`config.mk`:
```
export PLATFORM = sky130hd
export DESIGN_NAME = prog_sequencer
export DESIGN_NICKNAME = d
export VERILOG_FILES = /design/src/rtl/prog_sequencer.sv
export SDC_FILE = /design/constraint.sdc
export NUM_CORES = 1
export LEC_CHECK = 0
export ABC_AREA = 1
export CAP_MARGIN = 20
export CORE_MARGIN = 4
export CORE_UTILIZATION = 50
export CTS_BUF_LIST = sky130_fd_sc_hd__clkbuf_4
export CTS_CLUSTER_DIAMETER = 30
export DETAILED_ROUTE_END_ITERATION = 7
export PLACE_DENSITY = 0.82
export SLEW_MARGIN = 40
export SYNTH_ARGS = -nofsm -noshare
export SYNTH_HDL_FRONTEND = slang
export SYNTH_SLANG_ARGS = --single-unit
export TNS_END_PERCENT = 20
```
`constraint.sdc`:
```
create_clock -name clk_i -period 4.15 [get_ports clk_i]
set_input_delay 1.245 -clock clk_i [delete_from_list [all_inputs] [get_ports clk_i]]
set_output_delay 1.245 -clock clk_i [all_outputs]
set_load 0.01 [all_outputs]
```
`src/rtl/prog_sequencer.sv`:
```
// Run controller: holds the core in reset, releases it, counts RUN cycles until
// core_done, and steps through NPROG programs. Optional macro SEQ_STEP_EN adds step_go_i.
module prog_sequencer #(
  parameter int          NPROG   = 3,
  parameter int          PSW     = 2,
  parameter int          CW      = 16,
  parameter int          RST_CYC = 2,
  parameter int unsigned TIMEOUT = 16'hFFFF
) (
  input  logic           clk_i,
  input  logic           reset_i,
  input  logic           start_i,
  input  logic           core_done_i,
`ifdef SEQ_STEP_EN
  input  logic           step_go_i,
`endif
  output logic           core_reset_o,
  output logic [PSW-1:0] prog_sel_o,
  output logic           busy_o,
  output logic           all_done_o,
  output logic [CW-1:0]  cyc_cnt_o,
  output logic           cyc_valid_o,
  output logic           timeout_o
);

  localparam int HW = (RST_CYC > 1) ? $clog2(RST_CYC) : 1;
  localparam logic [HW-1:0]  HOLD_LAST = HW'(RST_CYC - 1);
  localparam logic [PSW-1:0] PROG_LAST = PSW'(NPROG - 1);
  localparam logic [CW-1:0]  CNT_MAX   = CW'(TIMEOUT);

  typedef enum logic [2:0] {IDLE, HOLD, RUN, NEXT, FINISH} state_t;

  state_t         state_q, state_d;
  logic [HW-1:0]  hold_q, hold_d;
  logic [PSW-1:0] prog_q, prog_d;
  logic [CW-1:0]  cnt_q, cnt_d;
  logic           to_q, to_d;
  logic           core_reset_q, core_reset_d;
  logic           busy_q, busy_d;
  logic           all_done_q, all_done_d;
  logic           valid_q, valid_d;
  logic           step_ok;

`ifdef SEQ_STEP_EN
  assign step_ok = step_go_i;
`else
  assign step_ok = 1'b1;
`endif

  always_comb begin
    state_d = state_q;
    hold_d  = hold_q;
    prog_d  = prog_q;
    cnt_d   = cnt_q;
    to_d    = to_q;
    case (state_q)
      IDLE, FINISH: begin
        if (start_i) begin
          state_d = HOLD;
          hold_d  = '0;
          prog_d  = '0;
          to_d    = 1'b0;
        end
      end
      HOLD: begin
        if (hold_q == HOLD_LAST) begin
          state_d = RUN;
          cnt_d   = '0;
        end else begin
          hold_d = hold_q + 1'b1;
        end
      end
      RUN: begin
        // done wins over a simultaneous limit hit, so timeout stays clear
        if (core_done_i) begin
          state_d = NEXT;
        end else if (cnt_q == CNT_MAX) begin
          state_d = NEXT;
          to_d    = 1'b1;
        end else begin
          cnt_d = cnt_q + 1'b1;
        end
      end
      NEXT: begin
        if (step_ok) begin
          if (prog_q == PROG_LAST) begin
            state_d = FINISH;
          end else begin
            state_d = HOLD;
            prog_d  = prog_q + 1'b1;
            hold_d  = '0;
          end
        end
      end
      default: state_d = IDLE;
    endcase

    core_reset_d = (state_d != RUN);
    busy_d       = (state_d == HOLD) || (state_d == RUN) || (state_d == NEXT);
    all_done_d   = (state_d == FINISH);
    // pulse only on NEXT entry, so a held NEXT reports each count once
    valid_d      = (state_d == NEXT) && (state_q != NEXT);
  end

  always_ff @(posedge clk_i or posedge reset_i) begin
    if (reset_i) begin
      state_q      <= IDLE;
      hold_q       <= '0;
      prog_q       <= '0;
      cnt_q        <= '0;
      to_q         <= 1'b0;
      core_reset_q <= 1'b1;
      busy_q       <= 1'b0;
      all_done_q   <= 1'b0;
      valid_q      <= 1'b0;
    end else begin
      state_q      <= state_d;
      hold_q       <= hold_d;
      prog_q       <= prog_d;
      cnt_q        <= cnt_d;
      to_q         <= to_d;
      core_reset_q <= core_reset_d;
      busy_q       <= busy_d;
      all_done_q   <= all_done_d;
      valid_q      <= valid_d;
    end
  end

  assign core_reset_o = core_reset_q;
  assign prog_sel_o   = prog_q;
  assign busy_o       = busy_q;
  assign all_done_o   = all_done_q;
  assign cyc_cnt_o    = cnt_q;
  assign cyc_valid_o  = valid_q;
  assign timeout_o    = to_q;

endmodule

```
After elaboration in Yosys (flattened, before gate mapping)
Index checks and enable logic that the tools add are counted.

word-level totals
  register bits = 27
  input bits = 4
  word-level logic and storage cells = 63

operators by class
  add/sub/neg operators = 3
  equality and inequality tests = 18
  mux-type cells = 20
  reduce and logical (&&, ||, !) cells = 13

operator list
  kind                                                                     number
  16-bit 2-to-1 mux                                                        3
  16-bit case mux with 2 select lines                                      1
  16-bit by 1-bit adder with 16-bit output, second input constant          1
  16-bit == test, second input constant                                    1
  3-bit 2-to-1 mux                                                         5
  3-bit by 2-bit == test with 1-bit output, second input constant          4
  2-bit inequality test, second input constant                             6
  3-bit case mux with 4 select lines                                       1
  4-bit AND reduction                                                      2
  3-bit by 1-bit == test with 1-bit output, second input constant          2
  3-bit == test, second input constant                                     2
  3-bit by 2-bit inequality test with 1-bit output, second input constant  2
  3-bit AND reduction                                                      2
  2-bit nonzero test                                                       3
  1-bit 2-to-1 mux                                                         5
  2-bit 2-to-1 mux                                                         2
  2-bit case mux with 2 select lines                                       1
  3-bit logical NOT                                                        1
  1-bit case mux with 3 select lines                                       1
  3-bit nonzero test                                                       1
  2-bit by 1-bit adder with 2-bit output, second input constant            1
  2-bit == test, second input constant                                     1
  1-bit logical OR                                                         2
  1-bit case mux with 2 select lines                                       1
  3 further kinds                                                          3

Longest topological paths before layout
Gate-level depths: netlist (run 1).

  depth after elaboration = 7
  depth in mapped cells = 10
  mapped depth without buffers = 9

Worst setup path before layout (run 1)
OpenSTA, ideal clock, no wires.

  kind = input-to-reg
  start point = in core_done_i
  end point = reg cnt_q[6], in the netlist cyc_cnt_o[6]
  setup time = 117 ps
  arrival time = 1820 ps
  data required time = 4033 ps
  setup slack = 2214 ps
  stages on the path = 7
  path buffers = 1
  cells stage by stage = nand2_1 o21ai_2 inv_2 nand2_8 buf_8 nand2_1 nand2_1

between the ends
  longest elaborated chain between the ends = 2

RTL lines
  element                          line  text
  from (decl)                      13    input logic core_done_i,
  2-bit inequality test (no line)  n/a
  4-bit AND reduction (no line)    n/a
  to (signal assigned)             120   cnt_q <= cnt_d;
  to (decl)                        36    logic [CW-1:0] cnt_q, cnt_d;

Every way passes these cells.
A chain may end at the register's enable or synchronous reset.

Worst setup path after layout (run 1)
  start point = reg cnt_q[12], in the netlist cyc_cnt_o[12]
  end point = out cyc_cnt_o[12]

RTL lines
  element    line  text
  to (decl)  21    output logic [CW-1:0] cyc_cnt_o,

No word-level cell between the ends.

==> reports/qor.yml, run 1 <==
clock_tree:
  post-cts-setup-buffers: 0
  ctsResizeCount: 0
  cts-buffers-inserted: 3
  cts_buffer_depth: 2
  clock_tree_from_tritoncts: "done"
  clk-insertion-delay-late_ns: 0.33
  clk_tree_root_cell: "sky130_fd_sc_hd__clkbuf_4"
  cts-htree-levels: 1
  cts.sinks: 27
  number_of_hold_buffers_added_after_cts: 0
  worst_setup_hold_path_clk_slew_ns: 0.15
finish:
  filler_cell_count: 286
  antenna_diode_count: 0
  syn_to_final_growth_pct: 20.4
  num-nets-final: 250
  final_design_area_no_fill_um2: 1910
  mostFrequentLayoutCells: "sky130_fd_sc_hd__nand2_1, sky130_fd_sc_hd__nor2_1, sky130_fd_sc_hd__dfrtp_1, sky130_fd_sc_hd__clkdlybuf4s50_1, sky130_fd_sc_hd__nand3_1"
  post_route_cells_drive_above_1_share_pct: 8.64
  final_common_cell: "sky130_fd_sc_hd__nand2_1"
synthesis:
  yosys.area.top_type_share_pct: 41.0
  ys_top_cells_by_area: "sky130_fd_sc_hd__dfrtp_1, sky130_fd_sc_hd__nand2_1, sky130_fd_sc_hd__nor2_1"
  synth-warning-count: 0
  synthesis.nets: 221
  yosys_register_bits: 27
  avg_synthesized_cell_area_um2: 7.37
  synth_area_um2: 1590
  synthDominantAreaCellType: "sky130_fd_sc_hd__dfrtp_1"
  ys_seq_area_share_pct: 42.7
  post_synth_inst_count: 215
  synth_cell_types: 29
floorplan:
  core_area_um2: 3050
  io_pins: 27
  floorplan.initialDensity_pct: 51.9
  floorplan.die.height_um: 64.3
  die_width_um: 64.3
  fp.dieArea_um2: 4140
  floorplan.rows: 20
global_route:
  grt_max_degree: 28
  top_usage_layer: "met2"
  global_route.overflow_total: 0
  gr-usage-met1_pct: 22.4
  grt.met3_usage_pct: 3.16
  grtUsageMet2_pct: 26.9
  antenna_found_initial: 0
  total_routing_usage_reported_by_global_routing_pct: 16.7
  grt_pass1_vias: 1200
  grt_first_pass_wirelength_um: 5480
place:
  detailed_place_hpwl_um: 2340
  place_ws_ns: 1.70
  finalWeightedCongestion: 0.807
  dpl-instance-area_um2: 1880
  place.port_buffers: 26
pwr:
  leakagePower_nw: 0.827
  max-vdd-ir-drop_mv: 0.353
  power_density_nw_per_um2: 418
sta:
  timing.final.ws_setup_ns: 1.50
  grt_setup_unrepaired: "false"
  fin_crit_ns: 2.65
  slew_viol_final: 0
  timing.slew.headroom_pct: 62.7
  finalSetupViolCount: 0
  clock_skew_ns: 0.00428
  fmax_mhz: 378
  fin_hold_ws_ns: 0.509
  timing_hold_violations_final: 0
  min_period_over_period_pct: 63.7
  final.setup.tns_ns: 0
  tightest_slew_ns: 0.558
worst_setup_path:
  crit_path_start: "cyc_cnt_o[12]"
  crit_type: "flip-flop to output port"
  max_stage_delay_ns: 0.58
  critPathRequiredTime_ns: 2.90
  critPathTopFamily: "buffers and inverters"
  critPathLaunchType: "flip-flop"
  critPathArrivalTime_ns: 1.40
  cp-end-kind: "output port"
  timing.critical_path.fanout_max: 7
  crit_buf_inv: 1
  crit_path_top_delay_cell: "sky130_fd_sc_hd__clkdlybuf4s50_1"
  r2r-start: "cyc_cnt_o[0]"
  cell_breakdown_of_the_critical_path: "clkdlybuf4s50_1"
hold_path:
  min_from: "timeout_o"
  min-delay-path-class: "flip-flop to flip-flop"
run_status:
  run_status: "finished clean"
job:
  max_cap_viol_count: 0
detailed_routing:
  drtPass1Iterations: 4
  antenna_viol_nets_final: 0
  wl_per_cell_um: 11.0
  drt-vias-per-instance: 4.80
  num_vias: 1379
  drt_wl_total_um: 3170
  remaining_design_rule_violation_count: 0
  initialDrtViolationCount: 62
[cells by family after synthesis]
kind of cell	after synthesis	share of synthesized area, %
and+or+nand+nor	145	39.9
adders and majority gates	2	1.58
AOI/OAI and AO/OA	14	6.16
xor gates and xnor gates	8	4.42
DFF	27	42.7
buffers and inverters	19	5.21
[flip-flops by register name, summed over array words and instances, names as in the netlist]
name / cells
state_q: 3
hold_q: 1
cyc_valid_o: 1
prog_sel_o: 2
busy_o: 1
all_done_o: 1
timeout_o: 1
cyc_cnt_o: 16
core_reset_o: 1
[path summary, 6_finish.rpt]
path                       slack [ns]  cells past startpoint             to
hold reg to reg                  0.51                      2      timeout_o
setup / recovery                 1.50                      1  cyc_cnt_o[12]
min in group asynchronous        1.26                      2   cyc_cnt_o[5]
setup reg to reg                 2.39                      9  cyc_cnt_o[10]
hold / removal                   0.51                      2      timeout_o
max in group asynchronous        2.52                      2   core_reset_o
[cell type report]
type / count / area (um^2) / share of cell area, %
Clock inverter: 1 / 5.00 / 0.262
Tap cell: 44 / 55.1 / 2.88
Sequential cell: 27 / 677 / 35.5
Inverter: 17 / 63.8 / 3.34
Clock buffer: 3 / 22.5 / 1.18
Multi-Input combinational cell: 169 / 826 / 43.3
Timing Repair Buffer: 26 / 260 / 13.6
[synthesized netlist by cell type (all sizes together)]
library cell / count
nand2: 88
nor2: 37
dfrtp: 26
inv: 16
nand3: 13
o21ai: 9
xor2: 5
nand4: 3
nor3: 3
o21bai: 3
xnor2: 3
ha: 2
a21oi: 1
a31oi: 1
buf: 1
clkbuf: 1
clkinv: 1
dfstp: 1
nand3b: 1
[per-layer routing]
layer,vias up,part of all wire [%]
li1,732,-
met1,618,49
met2,24,46
met3,5,3.6
met4,0,1.5
met5,-,0
[power by group]
part           switching, mW  leakage, nW  internal, mW  total [mW]
logic                  0.242        0.445         0.110       0.352
clock network         0.0812       0.0177        0.0363       0.117
registers             0.0258        0.364         0.303       0.328
[per-stage QoR]
step                      std cells  util [%]  power, mW
after floorplan                 215         -      0.603
after global placement          283      61.6      0.684
after detailed placement        283      61.6      0.687
after CTS                       287      62.5      0.805
after global routing            287      62.5      0.855
final                           287      62.5      0.798
No activity file was read; power rests on OpenSTA's default activity.
==> inputs of run 2 (changes only) <==
CORE_UTILIZATION = 49   (was 50)
PLACE_DENSITY = 0.84   (was 0.82)
clock period = 2.2 ns   (was 4.15 ns; I/O delays follow)
==> run 2 against run 1 <==
Effect of this change:
- clock power up 98%
- final cell count increased by 0.35%
- worst hold slack better by 0.034 ns
- routed wire length is 1.8% higher
- sequential share of layout area shrank 0.18 points
- first-iteration DRC count increased by 82%
- cell area is 0.52% higher
- global-route usage is 0.59 points higher
- register-to-register slack worse by 2.0 ns
- clock skew up 0.0022 ns
==> reports/qor.yml, run 2 (synthesis results as in run 1) <==
floorplan:
  floorplan.rows: 20  # unchanged
  fp.dieArea_um2: 4210  # was 4140 um^2
  floorplan.die.height_um: 64.9  # was 64.3 um
  io_pins: 27  # unchanged
  floorplan.initialDensity_pct: 51.5  # was 51.9%
  die_width_um: 64.9  # was 64.3 um
  core_area_um2: 3080  # was 3050 um^2
worst_setup_path:
  critPathRequiredTime_ns: 1.54  # was 2.90 ns
  cell_breakdown_of_the_critical_path: "clkdlybuf4s50_1"  # unchanged
  critPathTopFamily: "buffers and inverters"  # unchanged
  critPathArrivalTime_ns: 1.41  # was 1.40 ns
  crit_type: "flip-flop to output port"  # unchanged
  crit_path_top_delay_cell: "sky130_fd_sc_hd__clkdlybuf4s50_1"  # unchanged
  timing.critical_path.fanout_max: 5  # was 7
  critPathLaunchType: "flip-flop"  # unchanged
  max_stage_delay_ns: 0.59  # was 0.58 ns
  cp-end-kind: "output port"  # unchanged
  crit_buf_inv: 1  # unchanged
clock_tree:
  cts-htree-levels: 1  # unchanged
  worst_setup_hold_path_clk_slew_ns: 0.14  # was 0.15 ns
  cts_buffer_depth: 2  # unchanged
  ctsResizeCount: 0  # unchanged
  clock_tree_from_tritoncts: "done"  # unchanged
  cts-buffers-inserted: 3  # unchanged
  cts.sinks: 27  # unchanged
  number_of_hold_buffers_added_after_cts: 0  # unchanged
  post-cts-setup-buffers: 0  # unchanged
  clk_tree_root_cell: "sky130_fd_sc_hd__clkbuf_4"  # unchanged
  clk-insertion-delay-late_ns: 0.33  # about the same
pwr:
  max-vdd-ir-drop_mv: 0.787  # was 0.353 mV
  leakagePower_nw: 0.834  # was 0.827 nW
  power_density_nw_per_um2: 788  # was 418 nW/um^2
global_route:
  grt_first_pass_wirelength_um: 5750  # was 5480 um
  grt_pass1_vias: 1322  # was 1200
  grt_max_degree: 28  # unchanged
  total_routing_usage_reported_by_global_routing_pct: 17.3  # was 16.7%
  antenna_found_initial: 0  # unchanged
  global_route.overflow_total: 0  # unchanged
place:
  detailed_place_hpwl_um: 2400  # was 2340 um
  finalWeightedCongestion: 0.894  # was 0.807
  dp_cells: 284  # was 283
  place.port_buffers: 26  # unchanged
detailed_routing:
  num_vias: 1393  # was 1379
  drt-vias-per-instance: 4.84  # was 4.80
  drtPass1Iterations: 4  # unchanged
  wl_per_cell_um: 11.2  # was 11.0 um
  remaining_design_rule_violation_count: 0  # unchanged
  drt_wl_total_um: 3230  # was 3170 um
  initialDrtViolationCount: 113  # was 62
  antenna_viol_nets_final: 0  # unchanged
sta:
  fin_hold_ws_ns: 0.543  # was 0.509 ns
  tightest_slew_ns: 0.425  # was 0.558 ns
  grt_setup_unrepaired: "false"  # unchanged
  slew_viol_final: 0  # unchanged
  finalSetupViolCount: 0  # unchanged
  clock_skew_ns: 0.00649  # was 0.00428 ns
  min_period_over_period_pct: 94.2
  fmax_mhz: 482
  fin_crit_ns: 2.07
  timing.slew.headroom_pct: 71.6  # was 62.7%
  timing_hold_violations_final: 0  # unchanged
  final.setup.tns_ns: 0  # unchanged
finish:
  final_cells: 288  # was 287
  mostFrequentLayoutCells: "sky130_fd_sc_hd__nand2_1, sky130_fd_sc_hd__nor2_1, sky130_fd_sc_hd__dfrtp_1, sky130_fd_sc_hd__clkdlybuf4s50_1, sky130_fd_sc_hd__nand3_1"  # unchanged
  post_route_cells_drive_above_1_share_pct: 8.61  # was 8.64%
  final_common_cell: "sky130_fd_sc_hd__nand2_1"  # unchanged
  num-nets-final: 251  # was 250
  syn_to_final_growth_pct: 21.1  # was 20.4%
  antenna_diode_count: 0  # unchanged
  largest_register_ffs: 16  # unchanged
job:
  max_cap_viol_count: 0  # unchanged
hold_path:
  min-delay-path-class: "flip-flop to flip-flop"  # unchanged
run_status:
  run_status: "finished clean"  # unchanged
## run 2: cell types whose count changed in the layout (fill, tap and decap cells not counted)
cell,previous run,this run
sky130_fd_sc_hd__clkbuf_4,3,4
sky130_fd_sc_hd__clkinv_2,1,0
sky130_fd_sc_hd__buf_4,0,1
sky130_fd_sc_hd__inv_2,5,4
sky130_fd_sc_hd__inv_1,11,12
## run 2: worst min-delay path, cell delays in order (launching register included)
cell                      delay [ns]
sky130_fd_sc_hd__dfrtp_1        0.39
sky130_fd_sc_hd__nand2_1        0.06
sky130_fd_sc_hd__o21ai_0        0.07
## run 2: metrics by stage
stage / setup slack [ns] / utilization, % / power, mW / area, um^2
after floorplan: 0.510 / - / 1.14 / 1590
after detailed placement: 0.336 / 61.4 / 1.29 / 1890
after global placement: 0.374 / 61.4 / 1.29 / 1890
after global routing: 0.0626 / 62.4 / 1.64 / 1920
after CTS: 0.130 / 62.4 / 1.53 / 1920
final: 0.127 / 62.4 / 1.51 / 1920
## run 2: path summary, 6_finish.rpt
kind / from / endpoint / slack, ns / cells after the start
worst min-delay path: timeout_o / timeout_o / 0.54 / 2
max in group asynchronous: reset_i / core_reset_o / 1.25 / 3
worst min register to register: timeout_o / timeout_o / 0.54 / 2
worst max register to register: cyc_cnt_o[0] / cyc_cnt_o[12] / 0.43 / 9
worst max-delay path: cyc_cnt_o[8] / cyc_cnt_o[8] / 0.13 / 1
min in group asynchronous: reset_i / cyc_cnt_o[0] / 0.66 / 3
## run 2: report_power, final
group          switching [mW]  internal (mW)
Clock                   0.149         0.0836
Combinational           0.451          0.208
Sequential             0.0503          0.571
## run 2: area by class of cell
type	instances	area (um^2)
multi-input cells	169	826
fillers	276	1160
flip-flops and latches	27	677
clock buffers	4	30.0
inverters	17	63.8
well taps	44	55.1
repair buffers	27	268
## run 2: metal layers
| metal | part of all wire [%] | GRT usage, % | vias up |
|---|---|---|---|
| met5 | 0 | 0 | - |
| met4 | 0.90 | 4.75 | 0 |
| met3 | 3.7 | 3.12 | 5 |
| met2 | 46 | 28.4 | 27 |
| met1 | 49 | 23.4 | 627 |
| li1 | - | - | 734 |
